===== src/rtl/adc_snap_pkg.sv =====
// Shared types and bit positions for the ADC snapshot capture engine.
// Used by adc_snap_capture_ctrl (optional ADC_SNAP_OFFSET_EN build) and its bench.
package adc_snap_pkg;

    typedef enum logic [1:0] {
        IDLE,
        ARMED,
        CAPTURE,
        DONE
    } state_t;

    localparam int unsigned ARM_BIT      = 0;
    localparam int unsigned TRIG_SEL_BIT = 1;
    localparam int unsigned VLD_SEL_BIT  = 2;

    localparam int unsigned DONE_BIT = 31;
    localparam int unsigned BUSY_BIT = 30;

    // Count occupies the low bits; callers pass it zero-extended.
    function automatic logic [31:0] status_word(input state_t st, input logic [31:0] cnt);
        logic [31:0] w;
        w           = cnt;
        w[DONE_BIT] = (st == DONE);
        w[BUSY_BIT] = (st == ARMED) || (st == CAPTURE);
        return w;
    endfunction

endpackage


===== src/rtl/adc_snap_capture_ctrl_if.sv =====
// BRAM write port driven by the snapshot capture engine.
interface adc_snap_capture_ctrl_if #(
    parameter int unsigned DATA_W = 64,
    parameter int unsigned ADDR_W = 10
);
    logic [ADDR_W-1:0] bram_addr;
    logic [DATA_W-1:0] bram_data;
    logic              bram_we;

    modport master (output bram_addr, bram_data, bram_we);
    modport slave  (input  bram_addr, bram_data, bram_we);
endinterface


===== src/rtl/adc_snap_edge_det.sv =====
// Rising-edge detector on the software arm bit; one-cycle pulse output.
module adc_snap_edge_det (
    input  logic clk,
    input  logic rst_n,
    input  logic arm,
    output logic arm_edge
);
    logic arm_q;

    always_ff @(posedge clk or negedge rst_n) begin
        if (!rst_n) begin
            arm_q <= 1'b0;
        end else begin
            arm_q <= arm;
        end
    end

    assign arm_edge = arm & ~arm_q;
endmodule


===== src/rtl/adc_snap_capture_ctrl.sv =====
// Snapshot capture engine: arm + trigger writes a contiguous DEPTH-sample burst to BRAM.
// Define ADC_SNAP_OFFSET_EN to add offset_in and discard leading samples after trigger.
module adc_snap_capture_ctrl
    import adc_snap_pkg::*;
#(
    parameter int unsigned DATA_W = 64,
    parameter int unsigned ADDR_W = 10
) (
    input  logic              user_clk,
    input  logic              user_rst_n,
    input  logic [31:0]       ctrl_in,
    input  logic [DATA_W-1:0] din,
    input  logic              din_valid,
    input  logic              trig_in,
`ifdef ADC_SNAP_OFFSET_EN
    input  logic [31:0]       offset_in,
`endif
    adc_snap_capture_ctrl_if.master bram,
    output logic [31:0]       status_out
);
    state_t          state;
    logic [ADDR_W:0] count;
    logic            arm_edge;
    logic            trigger;
    logic            accept;
    logic            write_ok;
    logic            unused_ctrl;

    assign unused_ctrl = ^ctrl_in[31:3];

    adc_snap_edge_det u_edge_det (
        .clk      (user_clk),
        .rst_n    (user_rst_n),
        .arm      (ctrl_in[ARM_BIT]),
        .arm_edge (arm_edge)
    );

    assign trigger = ~ctrl_in[TRIG_SEL_BIT] | trig_in;
    assign accept  = ~ctrl_in[VLD_SEL_BIT] | din_valid;

`ifdef ADC_SNAP_OFFSET_EN
    logic [31:0] skip;
    assign write_ok = accept && (skip == '0);

    always_ff @(posedge user_clk or negedge user_rst_n) begin
        if (!user_rst_n) begin
            skip <= '0;
        end else if (!arm_edge) begin
            if (state == ARMED && trigger) begin
                skip <= offset_in;
            end else if (state == CAPTURE && accept && skip != '0) begin
                skip <= skip - 32'd1;
            end
        end
    end
`else
    assign write_ok = accept;
`endif

    // Arm edge restarts from any state; a write registered last cycle still completes.
    always_ff @(posedge user_clk or negedge user_rst_n) begin
        if (!user_rst_n) begin
            state          <= IDLE;
            count          <= '0;
            bram.bram_addr <= '0;
            bram.bram_data <= '0;
            bram.bram_we   <= 1'b0;
            status_out     <= '0;
        end else begin
            bram.bram_we <= 1'b0;
            status_out   <= status_word(state, 32'(count));
            if (arm_edge) begin
                state <= ARMED;
                count <= '0;
            end else begin
                case (state)
                    ARMED: begin
                        if (trigger) begin
                            state <= CAPTURE;
                        end
                    end
                    CAPTURE: begin
                        if (write_ok) begin
                            bram.bram_we   <= 1'b1;
                            bram.bram_addr <= count[ADDR_W-1:0];
                            bram.bram_data <= din;
                            count          <= count + 1'b1;
                            if (count[ADDR_W-1:0] == '1) begin
                                state <= DONE;
                            end
                        end
                    end
                    default: ;
                endcase
            end
        end
    end
endmodule


===== src/flat_wrapper.sv =====
// flat-port wrapper written by rule: the top's interface ports become plain ports
module adc_snap_capture_ctrl_flat import adc_snap_pkg::*;
#(
    parameter int unsigned DATA_W = 64,
    parameter int unsigned ADDR_W = 10
)
  (user_clk, user_rst_n, ctrl_in, din, din_valid, trig_in, status_out, bram_bram_addr, bram_bram_data, bram_bram_we);
  adc_snap_capture_ctrl_if #(.DATA_W(DATA_W), .ADDR_W(ADDR_W)) bram_i ();
  input  logic user_clk;
  input  logic user_rst_n;
  input  logic [31:0] ctrl_in;
  input  logic [DATA_W-1:0] din;
  input  logic din_valid;
  input  logic trig_in;
  output logic [31:0] status_out;
  output wire logic [$bits(bram_i.bram_addr)-1:0] bram_bram_addr;
  output wire logic [$bits(bram_i.bram_data)-1:0] bram_bram_data;
  output wire logic [$bits(bram_i.bram_we)-1:0] bram_bram_we;
  assign bram_bram_addr = bram_i.bram_addr;
  assign bram_bram_data = bram_i.bram_data;
  assign bram_bram_we = bram_i.bram_we;
  adc_snap_capture_ctrl #(.DATA_W(DATA_W), .ADDR_W(ADDR_W)) u_core (.user_clk(user_clk), .user_rst_n(user_rst_n), .ctrl_in(ctrl_in), .din(din), .din_valid(din_valid), .trig_in(trig_in), .bram(bram_i), .status_out(status_out));
endmodule

===== config.mk =====
export PLATFORM = sky130hd
export DESIGN_NAME = adc_snap_capture_ctrl_flat
export DESIGN_NICKNAME = d
export VERILOG_FILES = /design/src/rtl/adc_snap_pkg.sv /design/src/rtl/adc_snap_capture_ctrl_if.sv /design/src/rtl/adc_snap_edge_det.sv /design/src/rtl/adc_snap_capture_ctrl.sv /design/src/flat_wrapper.sv
export SDC_FILE = /design/constraint.sdc
export NUM_CORES = 1
export LEC_CHECK = 0
export CAP_MARGIN = 40
export CORE_MARGIN = 2
export CORE_UTILIZATION = 27
export DETAILED_ROUTE_END_ITERATION = 8
export PLACE_DENSITY = 0.68
export SLEW_MARGIN = 20
export SYNTH_ARGS = -nofsm -noshare
export SYNTH_HDL_FRONTEND = slang
export SYNTH_SLANG_ARGS = --single-unit

===== constraint.sdc =====
create_clock -name user_clk -period 4.53 [get_ports user_clk]
set_input_delay 1.1325 -clock user_clk [delete_from_list [all_inputs] [get_ports user_clk]]
set_output_delay 1.1325 -clock user_clk [all_outputs]
set_load 0.005 [all_outputs]

# --- Word-level counts from Yosys, hierarchy flattened ---
# Cells that the tools add are included.
totals:
  ff_bits: 102
  output_inout_bits: 107
classes:
  bitwise_logic: 7
  n_reduce_logical: 7
  n_eq_ne: 7
  addsub: 1
  n_mux: 11
op_table:
  columns: ["cell", "n"]
  rows:
  - ["11-bit 2-to-1 mux", 3]
  - ["11-bit by 1-bit adder with 11-bit output, second input constant", 1]
  - ["10-bit == test, second input constant", 1]
  - ["2-bit 2-to-1 mux", 4]
  - ["3-bit by 1-bit inequality test with 1-bit output, second input constant", 2]
  - ["2-bit == test, second input constant", 2]
  - ["1-bit inverter", 4]
  - ["2-bit case mux with 2 select lines", 1]
  - ["4-bit AND reduction", 1]
  - ["2-bit nonzero test", 2]
  - ["1-bit 2-to-1 mux", 3]
  - ["3-bit by 2-bit inequality test with 1-bit output, second input constant", 1]
  - ["3-bit AND reduction", 1]
  - ["3-bit nonzero test", 1]
  - ["2-bit by 1-bit == test with 1-bit output, second input constant", 1]
  - ["1-bit OR", 2]
  - ["2-bit AND reduction", 1]
  - ["1-bit bitwise AND", 1]
  - ["1-bit logical OR", 1]

# --- Longest topological paths before layout ---
# Gate-level depths: netlist of run 1.
logic_depth:
  ltp_word: 5
  ltp_mapped: 6
  depth_no_buf: 5

# --- Hierarchy ---
# Synthesis of run 1 repeated with hierarchy kept, for this count alone.
hier_totals:
  cells_unflattened: 270
  area_unflattened_um2: 4339.2
by_module_without_submodules:
  columns: ["module", "cells_per_inst", "area_each_um2", "n_inst", "seq_area_each_um2"]
  rows:
  - ["adc_snap_capture_ctrl", 268, 4300.4, 1, 2527.4]
  - ["adc_snap_edge_det", 2, 38.8, 1, 25.0]

# --- Worst setup path after synthesis of run 1 ---
# OpenSTA, ideal clock, no wires.
synth_path:
  kind: "input to register"
  startpoint: "input din_valid"
  endpoint: "register u_core.bram.bram_data[14]"
  arrival_ns: 2.062
  t_required_ns: 4.405
  setup_time_ns: 0.125
  cell_stages: 6
  path_slack_ns: 2.343
  cell_sequence: "nand2b_4 > buf_6 > nand3_2 > buf_6 > buf_6 > mux2_2"
synth_via:
  elab_chain_len: 2
synth_rtl:
  columns: ["item", "line", "source"]
  rows:
  - ["start, declared", "flat_wrapper.sv:13", "input logic din_valid;"]
  - ["1-bit OR", "adc_snap_capture_ctrl.sv:39", "assign accept = ~ctrl_in[VLD_SEL_BIT] | din_valid;"]
  - ["3-bit AND reduction (no line)", null, null]
  - ["end signal, assigned", "adc_snap_capture_ctrl.sv:86", "bram.bram_data <= din;"]
  - ["end, declared", "adc_snap_capture_ctrl_if.sv:10", "modport master (output bram_addr, bram_data, bram_we);"]
# No other way between the ends.
# A chain may end at the register's enable or synchronous reset.

# --- Final worst setup path of run 1 ---
layout_path:
  startpoint: "input din_valid"
  endpoint: "register u_core.bram.bram_data[55]"
# Same word-level chain as after synthesis.

==> impl_metrics.tcl, run 1 <==
set metrics [dict create \
    outcome "finished, final reports clean" \
    postCtsSetupRepairBufs 0 \
    rsz0062_at_grt "false" \
    synth_largest_area_cell "dfrtp_1" \
    slew_headroom_pct 60.8 \
    synth_cell_type_count 32 \
    grt_pass1_wl_microns 14100 \
    synth.area.top_cells "dfrtp_1 63%, mux2_2 20%, buf_4 3.5%" \
    fmax_mhz 363 \
    synth_top_cells_by_count "102 x dfrtp_1, 74 x mux2_2, 19 x buf_4" \
    synth_compound_area_share_pct 1.78 \
    met3_usage_pct 3.71 \
    timing.setup.tns_ps 0 \
    seq_area_sq_um 2550 \
    viasPerCell 4.33 \
    setup_viol 0 \
    postSynth.asyncResetShare_pct 100 \
    pwr-share-clk_pct 20.4 \
    grt_pass1_vias 2687 \
    post_cts_resized 0 \
    grt_use_met2_pct 18.5 \
    cts_hold_buf 0 \
    ir_drop_v 0.000190 \
    intPower_mw 2.58 \
    worstPathRequired_ps 4750 \
    io_buffers 158 \
    dieArea_sq_um 16100 \
    drv_slew 0 \
    dp.cells 608 \
    synth_cells 275 \
    ys_warn_count 0 \
    dp_hpwl_microns 6590 \
    rows 44 \
    diodes 0 \
    first_pass_iters 4 \
    cp-end-kind "flip-flop" \
    min_path_type "flip-flop to flip-flop" \
    ioPinCount 207 \
    total_power_mw 3.51 \
    fin_util_pct 41.3 \
    netlist_area_sq_um 4080 \
    synth_adder_area_share_pct 1.23 \
    drc 0 \
    die_x_microns 127 \
    num-fill-cells 1351 \
    die_h_microns 127 \
    antenna_found_initial 0 \
    combPwrFrac_pct 38.9 \
    final_nets 539 \
    synth-main-ff-cell "dfrtp_1" \
    worstHoldStart "u_core.count[10]$_DFFE_PN0P_" \
    place_area_sq_um 5770 \
    synth_seq_cells 102 \
    drt_iter0_drc 66 \
    cp.arrival_ps 2980 \
    synth_simple_gate_area_share_pct 6.01 \
    synth_top_family_by_area "multiplexers" \
    worstMarginPinSlew_ps 588 \
    grtUsageMet1_pct 13.7 \
    drive_above_1_share_pct 23.0 \
    clk_path_buf_depth 2 \
    grt_util_all_layers_pct 11.3 \
    grt_max_degree 52 \
    fin_worst_skew_ps 6.30 \
    fin_crit_sh_pct 60.8 \
    yosysMostFrequentCell "dfrtp_1" \
    finalInstanceArea_sq_um 6040 \
    initial_core_util_pct 27.9 \
    cts_tree "done" \
    ys_seq_area_share_pct 62.6 \
    multi_input_area_sq_um 1330 \
    synth_xor_area_share_pct 1.29 \
    worstSetupPathType "input port to flip-flop" \
    htreeDepth 3 \
    p_switching_mw 0.925 \
    avgSynthCellArea_sq_um 14.8 \
    area_delta_synth_final_pct 48.2 \
    pwr_density_cell_nw_per_um2 581 \
    final_hold_viol_count 0 \
    r2r-start "u_core.state[0]$_DFFE_PN0P_" \
    vias 2699 \
    drtAntennaViolNets 0 \
    pwr-share-seq_pct 40.7 \
    min_period_ps 2760 \
    muxShareOfSynthArea_pct 20.4 \
    grt-busiest-layer "met2" \
    grt_overflow_total 0 \
    wl_per_cell_microns 14.5 \
    core_sq_um 14600 \
    worstSetupStartpoint "din_valid" \
    fin_cells 623 \
    insertion_delay_ps 340 \
    start_kind "input port" \
    cts.root.buffer_cell "clkbuf_16" \
    gp_congestion 0.766 \
    sw_frac_of_total_pct 26.4 \
    clk_pin_slew_ps 70 \
    drv_cap 0 \
    worst-path-max-fanout 38 \
    synth_edf_count 0 \
    drt-total-wl_microns 9010 \
    cts_sinks 102 \
    leakagePower_nw 2.61 \
    synth_top_area_share_pct 62.6 \
    cts_buffers 9 \
]
## kinds of logic after synthesis
kind of cell / count (synthesis)
and+or+nand+nor: 41
other: 1
buffers and inverters: 35
adders and majority gates: 4
AOI/OAI and AO/OA: 12
DFF: 102
muxes: 74
xor gates and xnor gates: 6
## placed cells by master (no fill, tap or decap), drive strengths merged
cell type / count
clkdlybuf4s50: 157
dfrtp: 102
mux2: 74
conb: 19
clkbuf: 10
nand3: 9
nor2: 8
nand2: 7
xor2: 6
inv: 5
a21oi: 4
ha: 4
buf: 4
nand4: 3
clkinvlp: 3
o21ai: 3
nand2b: 3
and4: 2
and3: 2
nor2b: 2
o211ai: 2
or4: 2
clkinv: 2
and2b: 1
nor4: 1
a31oi: 1
o31ai: 1
o41ai: 1
or3: 1
## layer usage
layer | up-vias | wire length [microns]
met4 | 0 | 149
met5 | - | 0
met1 | 1337 | 3700
met2 | 113 | 4420
met3 | 13 | 736
li1 | 1236 | -
## worst paths after layout
check,endpoint,slack (ps),cells after the start
max in group asynchronous,u_core.state[1]$_DFFE_PN0P_,3150,2
min in group asynchronous,u_core.bram.bram_data[47]$_DFFE_PN0P_,740,1
worst min-delay path,u_core.status_out[10]$_DFF_PN0_,410,0
worst max-delay path,u_core.bram.bram_data[55]$_DFFE_PN0P_,1770,5
worst min register to register,u_core.status_out[10]$_DFF_PN0_,410,0
worst max register to register,u_core.bram.bram_data[55]$_DFFE_PN0P_,2220,5
## worst max-delay path, stage by stage
cell and delay (ps):
clkdlybuf4s50_1 480, nand2b_4 200, nand3_4 460, buf_12 400
mux2_2 290
## stage by stage
stage          setup slack, ps  hold slack (ps)
5_1_grt                   1640              423
3_3_place_gp              1410              381
4_1_cts                   1720              406
3_5_place_dp              1370              390
6_report                  1770              407
2_1_floorplan             2340              362
## final cells by class
type / instances / area share [%]
repair buffers: 161 / 27.0
flip-flops and latches: 102 / 42.2
clock inverters: 5 / 0.600
well taps: 184 / 3.81
inverters: 5 / 0.311
clock buffers: 10 / 3.95
multi-input cells: 156 / 22.0
## flip-flops by register name, summed over array words and instances (netlist names)
signal	cells
u_core.bram.bram_we	1
u_core.status_out	13
u_core.u_edge_det.arm_q	1
u_core.bram.bram_addr	10
u_core.count	11
u_core.state	2
u_core.bram.bram_data	64
## power by group through the flow
stage	registers, mW	logic (mW)	clock network (mW)
floorplan	1.46	0.570	0
global placement	1.43	1.36	0
detailed placement	1.45	1.39	0
CTS	1.44	1.39	0.753
global route	1.48	1.48	0.789
finish	1.43	1.36	0.714
(Power assumes the default switching activity.)
==> inputs of run 2 (changes only) <==
Clock period 4.53 ns to 2.7 ns, I/O delays scaled along.
==> run 2 against run 1 <==
Net effect:
- critical path depth shrank 4
- combinational power grew 71%
- first-iteration DRC count grew 45%
- cell count grew 0.64%
- register-to-register slack got worse by 1300 ps
- largest power group unchanged
==> impl_metrics.tcl, run 2 (synthesis results as in run 1) <==
set metrics [dict create \
    outcome "finished, final reports clean" \
    ir_drop_v 0.000283 \
    post_cts_resized 0 \
    hold_ws_ps 179 \
    finalInstanceArea_sq_um 6160 \
    cts.root.buffer_cell "clkbuf_16" \
    cts_buffers 9 \
    grt_pass1_vias 2791 \
    grt_util_all_layers_pct 11.7 \
    antenna_found_initial 0 \
    multi_input_area_sq_um 1330 \
    dieArea_sq_um 16100 \
    drc 0 \
    setup_viol 0 \
    timing.setup.tns_ps 0 \
    grt_pass1_wl_microns 14600 \
    worstPathRequired_ps 2030 \
    num-fill-cells 1338 \
    r2r_slack_ps 920 \
    grt_overflow_total 0 \
    first_pass_iters 4 \
    place_area_sq_um 5780 \
    crit_end "bram_bram_addr[4]" \
    rr_worst_depth 5 \
    die_x_microns 127 \
    worstSetupStartpoint "u_core.bram.bram_addr[4]$_DFFE_PN0P_" \
    io_buffers 158 \
    ioPinCount 207 \
    slowest_delay_ps 540 \
    slowest_stage "clkdlybuf4s50_1" \
    min_path_type "input port to asynchronous set/reset pin" \
    worstSetupPathType "flip-flop to output pin" \
    drt-total-wl_microns 9210 \
    drv_cap 0 \
    htreeDepth 3 \
    clk_pin_slew_ps 70 \
    die_h_microns 127 \
    final_nets 542 \
    top_register "u_core.bram.bram_data" \
    area_delta_synth_final_pct 51.0 \
    viasPerCell 4.25 \
    leakagePower_nw 2.67 \
    final_hold_viol_count 0 \
    diodes 0 \
    dp_hpwl_microns 6610 \
    drtAntennaViolNets 0 \
    min_period_ps 1930 \
    largest_reg_flops 64 \
    initial_core_util_pct 27.9 \
    layout_common_cells "157 x clkdlybuf4s50_1, 102 x dfrtp_1, 74 x mux2_2, 19 x conb_1, 9 x clkbuf_16" \
    r2r-start "u_core.state[0]$_DFFE_PN0P_" \
    core_sq_um 14600 \
    fin_crit_sh_pct 71.6 \
    wl_per_cell_microns 14.7 \
    gp_congestion 0.734 \
    reg_top3 "u_core.bram.bram_data: 64 flops, u_core.status_out: 13 flops, u_core.count: 11 flops" \
    grt_max_degree 63 \
    cts_hold_buf 0 \
    cp_top_family "buffers and inverters" \
    clk_path_buf_depth 2 \
    cp-end-kind "output pin" \
    pwr_density_cell_nw_per_um2 1020 \
    cp.depth 1 \
    cts_sinks 102 \
    drt_iter0_drc 96 \
    postCtsSetupRepairBufs 0 \
    final_common_cell "clkdlybuf4s50_1" \
    cp_cell_sequence "clkdlybuf4s50_1" \
    drive_above_1_share_pct 23.7 \
    start_kind "flip-flop" \
    fin_worst_skew_ps 8.84 \
    worst-path-max-fanout 2 \
    rows 44 \
    insertion_delay_ps 350 \
    cts_tree "done" \
    r2r_end "u_core.bram.bram_data[53]$_DFFE_PN0P_" \
    rsz0062_at_grt "false" \
    drv_slew 0 \
    vias 2665 \
    fmax_mhz 517 \
    seq_area_sq_um 2550 \
    crit_buf_inv 1 \
    cp.arrival_ps 1260 \
]
[run 2: routing by layer]
layer / global-route usage (%) / vias up / share of wire, %
li1: - / 1237 / -
met1: 14.8 / 1304 / 43
met2: 18.3 / 113 / 48
met3: 4.05 / 11 / 7.8
met4: 4.65 / 0 / 1.7
met5: 0 / - / 0
[run 2: worst register-to-register path, stage by stage, from the launching register on]
cell and delay [ps]:
dfrtp_1 420, inv_1 70, ha_1 440, nand3_4 170
buf_12 220, mux2_2 330
[run 2: final cells by class]
| cell class | count | share of cell area [%] |
|---|---|---|
| flip-flops and latches | 102 | 41.4 |
| multi-input cells | 156 | 21.6 |
| clock buffers | 10 | 3.88 |
| well taps | 184 | 3.74 |
| repair buffers | 164 | 27.1 |
| inverters | 5 | 0.305 |
| clock inverters | 6 | 1.89 |
[run 2: how the worst min path moves through the flow]
stage | startpoint | end | slack [ps]
2_1_floorplan | u_core.count[10]$_DFFE_PN0P_ | u_core.status_out[10]$_DFF_PN0_ | 360
3_3_place_gp | u_core.count[10]$_DFFE_PN0P_ | u_core.status_out[10]$_DFF_PN0_ | 380
3_5_place_dp | u_core.count[10]$_DFFE_PN0P_ | u_core.status_out[10]$_DFF_PN0_ | 400
4_1_cts | u_core.count[10]$_DFFE_PN0P_ | u_core.status_out[10]$_DFF_PN0_ | 410
5_1_grt | user_rst_n | u_core.bram.bram_data[53]$_DFFE_PN0P_ | 180
6_report | user_rst_n | u_core.bram.bram_data[44]$_DFFE_PN0P_ | 180
[run 2: per-stage QoR]
stage,util [%],std cells,setup WS [ps],total power [mW]
after global placement,39.4,610,495,4.71
final,42.1,627,766,6.25
after global routing,42.1,627,713,6.64
after detailed placement,39.4,610,450,4.80
after floorplan,-,293,971,3.41
after CTS,41.9,626,730,6.36
[run 2: power by group]
group | switching, mW | total [mW] | leakage (nW) | internal [mW]
sequential | 0.300 | 2.41 | 1.27 | 2.11
combinational | 0.725 | 2.33 | 1.23 | 1.60
clock | 0.582 | 1.52 | 0.174 | 0.939
total | 1.61 | 6.25 | 2.67 | 4.65
